<file path="src/rtl/sd_multi_req_arbiter.sv">
// Round-robin block-device request arbiter between the core's disk controllers and hps_io.
// Optional watchdog: define SD_REQ_TIMEOUT_EN to abort handshakes after TIMEOUT_CYCLES.
module sd_multi_req_arbiter #(
  parameter int unsigned    NCH            = 2,
  parameter logic [NCH-1:0] WAIT_MASK      = NCH'(2'b01),
  parameter logic [23:0]    TIMEOUT_CYCLES = 24'd5000000
) (
  input  logic           clk_sys,
  input  logic           reset,
  input  logic [NCH-1:0] req_rd,
  input  logic [NCH-1:0] req_wr,
  input  logic [NCH-1:0] img_mounted,
  input  logic [63:0]    img_size,
  input  logic           img_readonly,
  input  logic [NCH-1:0] sd_ack,
  output logic [NCH-1:0] sd_rd,
  output logic [NCH-1:0] sd_wr,
  output logic [NCH-1:0] mounted,
  output logic [NCH-1:0] protect,
  output logic           cpu_wait,
  output logic           active,
  output logic [1:0]     active_ch,
  output logic [NCH-1:0] done,
  output logic [NCH-1:0] err
);

  typedef enum logic [1:0] {StIdle, StReq, StXfer} state_e;
  state_e state_q, state_d;

  logic [NCH-1:0] sd_rd_q, sd_rd_d, sd_wr_q, sd_wr_d;
  logic [NCH-1:0] mounted_q, mounted_d, protect_q, protect_d;
  logic [NCH-1:0] pending_rd_q, pending_rd_d, pending_wr_q, pending_wr_d;
  logic [NCH-1:0] ack_q, done_q, done_d, err_q, err_d;
  logic [1:0]     rr_q, rr_d, active_ch_q, active_ch_d;
  logic           active_q, active_d, cpu_wait_q, cpu_wait_d, issued_wr_q, issued_wr_d;

  logic [NCH-1:0] pend_any, ch_onehot, grant_onehot, rd_ok, wr_ok, pend_clr_rd, pend_clr_wr;
  logic [1:0]     grant_idx, grant_next;
  logic           grant_found, grant_rd, grant_wait, ack_rise, ack_fall, timeout;

  assign pend_any = pending_rd_q | pending_wr_q;

  // Round-robin scan: priority distance k from rr_q, first pending drive wins.
  always_comb begin
    grant_found = 1'b0;
    grant_idx   = '0;
    grant_rd    = 1'b0;
    grant_wait  = 1'b0;
    grant_next  = '0;
    for (int unsigned k = 0; k < NCH; k++) begin
      for (int unsigned i = 0; i < NCH; i++) begin
        if (!grant_found && pend_any[i] && (((32'(rr_q) + k) % NCH) == i)) begin
          grant_found = 1'b1;
          grant_idx   = 2'(i);
          grant_rd    = pending_rd_q[i];
          grant_wait  = WAIT_MASK[i];
          grant_next  = 2'((i + 1) % NCH);
        end
      end
    end
    for (int unsigned i = 0; i < NCH; i++) begin
      ch_onehot[i]    = (active_ch_q == 2'(i));
      grant_onehot[i] = grant_found && (grant_idx == 2'(i));
    end
  end

  // Edges are only meaningful on the granted drive.
  assign ack_rise = |(sd_ack & ~ack_q & ch_onehot);
  assign ack_fall = |(~sd_ack & ack_q & ch_onehot);

`ifdef SD_REQ_TIMEOUT_EN
  logic [23:0] timer_q, timer_d;

  assign timeout = (state_q != StIdle) && (timer_q == TIMEOUT_CYCLES - 24'd1);
  assign timer_d = (state_q == StIdle) ? 24'd0 : timer_q + 24'd1;

  always_ff @(posedge clk_sys or posedge reset) begin
    if (reset) timer_q <= '0;
    else       timer_q <= timer_d;
  end
`else
  logic unused_timeout;
  assign unused_timeout = ^TIMEOUT_CYCLES;
  assign timeout        = 1'b0;
`endif

  always_ff @(posedge clk_sys or posedge reset) begin
    if (reset) state_q <= StIdle;
    else       state_q <= state_d;
  end

  always_comb begin
    state_d = state_q;
    unique case (state_q)
      StIdle:  if (grant_found) state_d = StReq;
      StReq:   if (timeout) state_d = StIdle;
               else if (ack_rise) state_d = StXfer;
      StXfer:  if (timeout || ack_fall) state_d = StIdle;
      default: state_d = StIdle;
    endcase
  end

  always_comb begin
    sd_rd_d     = sd_rd_q;
    sd_wr_d     = sd_wr_q;
    active_ch_d = active_ch_q;
    active_d    = active_q;
    cpu_wait_d  = cpu_wait_q;
    rr_d        = rr_q;
    issued_wr_d = issued_wr_q;
    mounted_d   = mounted_q;
    protect_d   = protect_q;
    done_d      = '0;
    pend_clr_rd = '0;
    pend_clr_wr = '0;
    rd_ok       = req_rd & mounted_q;
    wr_ok       = req_wr & mounted_q & ~protect_q;
    err_d       = (req_rd & ~rd_ok) | (req_wr & ~wr_ok);

    for (int unsigned i = 0; i < NCH; i++) begin
      if (img_mounted[i]) begin
        mounted_d[i] = |img_size;
        protect_d[i] = img_readonly;
      end
    end

    unique case (state_q)
      StIdle: begin
        if (grant_found) begin
          active_ch_d = grant_idx;
          active_d    = 1'b1;
          cpu_wait_d  = grant_wait;
          rr_d        = grant_next;
          sd_rd_d     = grant_rd ? grant_onehot : '0;
          sd_wr_d     = grant_rd ? '0 : grant_onehot;
          issued_wr_d = ~grant_rd;
        end
      end
      StReq, StXfer: begin
        if (timeout || (state_q == StReq && ack_rise)) begin
          sd_rd_d = '0;
          sd_wr_d = '0;
          // Pending bit is only still set for the issued type while in REQ.
          if (state_q == StReq) begin
            if (issued_wr_q) pend_clr_wr = ch_onehot;
            else             pend_clr_rd = ch_onehot;
          end
        end
        if (timeout) begin
          err_d      = err_d | ch_onehot;
          active_d   = 1'b0;
          cpu_wait_d = 1'b0;
        end else if (state_q == StXfer && ack_fall) begin
          done_d     = ch_onehot;
          active_d   = 1'b0;
          cpu_wait_d = 1'b0;
        end
      end
      default: ;
    endcase

    // New requests arriving alongside a clear are kept.
    pending_rd_d = (pending_rd_q & ~pend_clr_rd) | rd_ok;
    pending_wr_d = (pending_wr_q & ~pend_clr_wr) | wr_ok;
  end

  always_ff @(posedge clk_sys or posedge reset) begin
    if (reset) begin
      sd_rd_q      <= '0;
      sd_wr_q      <= '0;
      mounted_q    <= '0;
      protect_q    <= '0;
      pending_rd_q <= '0;
      pending_wr_q <= '0;
      ack_q        <= '0;
      done_q       <= '0;
      err_q        <= '0;
      rr_q         <= '0;
      active_ch_q  <= '0;
      active_q     <= 1'b0;
      cpu_wait_q   <= 1'b0;
      issued_wr_q  <= 1'b0;
    end else begin
      sd_rd_q      <= sd_rd_d;
      sd_wr_q      <= sd_wr_d;
      mounted_q    <= mounted_d;
      protect_q    <= protect_d;
      pending_rd_q <= pending_rd_d;
      pending_wr_q <= pending_wr_d;
      ack_q        <= sd_ack;
      done_q       <= done_d;
      err_q        <= err_d;
      rr_q         <= rr_d;
      active_ch_q  <= active_ch_d;
      active_q     <= active_d;
      cpu_wait_q   <= cpu_wait_d;
      issued_wr_q  <= issued_wr_d;
    end
  end

  assign sd_rd     = sd_rd_q;
  assign sd_wr     = sd_wr_q;
  assign mounted   = mounted_q;
  assign protect   = protect_q;
  assign cpu_wait  = cpu_wait_q;
  assign active    = active_q;
  assign active_ch = active_ch_q;
  assign done      = done_q;
  assign err       = err_q;

endmodule

</file>
<file path="config.mk">
export PLATFORM = sky130hd
export DESIGN_NAME = sd_multi_req_arbiter
export DESIGN_NICKNAME = d
export VERILOG_FILES = /design/src/rtl/sd_multi_req_arbiter.sv
export SDC_FILE = /design/constraint.sdc
export NUM_CORES = 1
export LEC_CHECK = 0
export CORE_UTILIZATION = 36
export CTS_BUF_LIST = sky130_fd_sc_hd__clkbuf_2
export CTS_CLUSTER_DIAMETER = 200
export DETAILED_ROUTE_END_ITERATION = 6
export PLACE_DENSITY = 0.82
export SLEW_MARGIN = 20
export SYNTH_ARGS = -nofsm -noshare
export SYNTH_HDL_FRONTEND = slang
export SYNTH_SLANG_ARGS = --single-unit
</file>
<file path="constraint.sdc">
create_clock -name clk_sys -period 2.6 [get_ports clk_sys]
set_clock_uncertainty 0.2 [all_clocks]
set_input_delay 0.78 -clock clk_sys [delete_from_list [all_inputs] [get_ports clk_sys]]
set_output_delay 0.78 -clock clk_sys [all_outputs]
set_load 0.01 [all_outputs]
</file>
==> results of run 1 <==
synth_stat cells, types with 2 or more instances:
cell type / number / area (sq um)
o21ai_0: 11 / 55.05
nor3b_1: 2 / 15.01
inv_1: 11 / 41.29
nand3b_1: 2 / 15.01
mux2_2: 2 / 22.52
o31ai_1: 4 / 30.03
nor4_1: 18 / 112.6
a21o_1: 2 / 15.01
dfrtp_1: 25 / 625.6
nand2_1: 12 / 45.04
ha_1: 3 / 37.54
nor2_1: 10 / 37.54
nand4_1: 4 / 25.02
a21oi_1: 7 / 35.03
o21a_1: 2 / 15.01
nand2b_1: 3 / 18.77
state kept, by name, indices dropped and copies added (netlist names), 2 cells and up:
name	flops
sd_wr	2
done	2
pending_wr_q	2
err	2
state_q	2
mounted	2
pending_rd_q	2
sd_rd	2
protect	2
ack_q	2
worst paths after layout:
check	startpoint	end	slack (ns)	cells after the start
max	active_ch[0]$_DFFE_PP0P_	active_ch[0]	0.16	1
min	sd_wr[1]$_DFFE_PP0P_	sd_wr[1]$_DFFE_PP0P_	0.33	2
max reg2reg	active_ch[0]$_DFFE_PP0P_	state_q[0]$_DFFE_PP0P_	0.65	4
min reg2reg	sd_wr[1]$_DFFE_PP0P_	sd_wr[1]$_DFFE_PP0P_	0.33	2
max in group asynchronous	reset	protect[0]$_DFFE_PP0P_	1.42	3
min in group asynchronous	reset	err[1]$_DFF_PP0_	0.56	3
cells in the final DEF (no fill, tap or decap), types with 2 or more instances in the layout:
| cell | netlist | final |
|---|---|---|
| buf_4 | 1 | 4 |
| nand2_1 | 12 | 12 |
| o21a_1 | 2 | 2 |
| nor3b_1 | 2 | 2 |
| mux2_2 | 2 | 2 |
| nor2_1 | 10 | 10 |
| a21oi_1 | 7 | 7 |
| nor4_1 | 18 | 18 |
| ha_1 | 3 | 3 |
| o31ai_1 | 4 | 4 |
| dfrtp_1 | 25 | 25 |
| nand3b_1 | 2 | 2 |
| o21ai_0 | 11 | 11 |
| a21o_1 | 2 | 2 |
| clkdlybuf4s50_1 | 0 | 89 |
| inv_1 | 11 | 11 |
| clkbuf_2 | 0 | 4 |
| nand4_1 | 4 | 4 |
| nand2b_1 | 3 | 3 |
kinds of logic after synthesis:
| logic type | share of synthesized area |
|---|---|
| compound gates | 0.1662 |
| simple gates | 0.2392 |
| flops | 0.4803 |
| buf+inv | 0.03747 |
| fa+ha+maj | 0.02882 |
| mux | 0.04514 |
| other cells | 0.002879 |
power groups by stage:
| stage | clock network, mW | logic [mW] | registers, mW |
|---|---|---|---|
| after floorplan | 0 | 0.328 | 0.544 |
| after global placement | 0 | 0.613 | 0.538 |
| after detailed placement | 0 | 0.624 | 0.540 |
| after CTS | 0.153 | 0.627 | 0.533 |
| after global routing | 0.173 | 0.685 | 0.547 |
| final | 0.147 | 0.622 | 0.532 |
metrics by stage:
stage               TNS [ns]  setup slack (ns)
finish                     0            0.1611
global route               0           0.03840
CTS                        0            0.1341
detailed placement  -0.05712          -0.05712
global placement    -0.02572          -0.02572
floorplan                  0            0.4416
final cells by class:
class                           instances  area share
Sequential cell                        25      0.2728
Tap cell                               46     0.02510
Multi-Input combinational cell         98      0.2739
Inverter                               11     0.01800
Clock buffer                            4    0.008729
Timing Repair Buffer                   93      0.4015
per-layer routing:
layer,track usage,up-vias
met1,0.2638,614
met5,0,-
li1,-,696
met4,0.03488,0
met3,0.06066,4
met2,0.3146,35
==> reports/metrics.csv, run 1 <==
metric,value,unit
total CTS buffers,3,
TritonCTS clock tree,yes,
Tmin final,2.439,ns
Pleak,0.9173,nW
Slew HR,0.6352,
Post-synth ARST share,1.000,
layout cells sized above 1,0.07359,
Critical Path Slowest Stage Cell,clkdlybuf4s50_1,
Remaining DRCs,0,
Synth-to-Final Area Change,76.08,%
Tot Pwr,1.301,mW
area occupied by multi-input gates,628.1,sq um
largest net degree at the start of global routing,26,
antenna-violating nets left,0,
clock sinks,25,
Post-synth EDFFs,0,
hold_buf cts,0,
clock network fraction of design power,0.113,
YS warnings,0,
routed len/inst,12.92,um
max cap viols,0,
Yosys cell types,33,
# diodes,0,
Port Buffers,89,
Initial Util,0.3843,
measured slew at the worst slew-check pin,0.5421,ns
crit path max fanout,9,
final core occ,0.6766,
Final Cell Area,2293,sq um
Finished Layout Cells,277,
Mapped Avg Cell Area,9.648,sq um
final cycle utilization of the critical path,0.9381,
CP Buf/Inv Count,1,
Nets,310,
global-route wire length before repair,6003,um
RSZ-0062 raised after global routing,no,
Worst Setup End Kind,output port,
worst vdd ir,407.4,uV
chip width,62.15,um
crit-path leading delay family,buffers and inverters,
power per standard cell area,567.2,nW/um^2
H-Tree Depth,1,
post-cts gate resize count,0,
Combinational Power Share,0.478,
Setup Viol. Count Final,0,
Int Power,861.9,uW
DPL Wire Length,3081,um
placed cells,273,
row count,21,
GR Util All Layers,0.1963,
Post-Syn Instances,135,
run status,"finished, final reports clean",
worst hold-check path type,flop to flop,
FF+latch area,625.6,sq um
Post-Syn Area,1302,sq um
Syn Nets,213,
Via density,4.870,
synthesis-stage register bit count,25,
Final Hold Viols,0,
routed vias,1349,
Setup Buffers After CTS,0,
vias in the first global route,1325,
DRT iter0 DRCs,28,
Startpoint Class,flop,
Clock Latency Late Sink,0.33,ns
ys flop type,dfrtp_1,
Die Y-Extent,62.15,um
gr ovfl total,0,
CP Class,flop to output port,
Ports,91,
met2 routed WL,1750,um
WL met3,172,um
final hold slack,0.3310,ns
clk root buf,clkbuf_2,
P_sw,438.8,uW
Worst EP arrival,1.46,ns
Sw Share,0.3374,
register area share after synthesis,0.4803,
critical path cell sequence,clkdlybuf4s50_1,
sequential power share,0.409,
TritonRoute pass-1 iters,4,
routed wire length,3579,um
GP Congestion,0.8341,
number of fill cells,277,
area of the core,3390,sq um
fin. max-slew vios,0,
Bufs on Longest Clock Path,2,
crit-path max cell delay,0.59,ns
antenna violations before repair,0,
Area after DPL,2273,sq um
Worst-path clk slew,0.21,ns
worst endpoint required time,1.62,ns
upper clock frequency limit,410.0,MHz
top layer used by detailed routing,met4,
Total Die Area,3863,sq um
met1 wire length,1634,um
(Power assumes the default switching activity.)
==> run 2, diff against run 1 <==
--- a/config.mk
+++ b/config.mk
@@ -9,6 +9,7 @@
 export CTS_BUF_LIST = sky130_fd_sc_hd__clkbuf_2
 export CTS_CLUSTER_DIAMETER = 200
 export DETAILED_ROUTE_END_ITERATION = 6
+export HOLD_SLACK_MARGIN = 0.03
 export PLACE_DENSITY = 0.82
 export SLEW_MARGIN = 20
 export SYNTH_ARGS = -nofsm -noshare
==> results of run 2 <==
No change in the layout: final DEF, timing and power equal those of run 1.
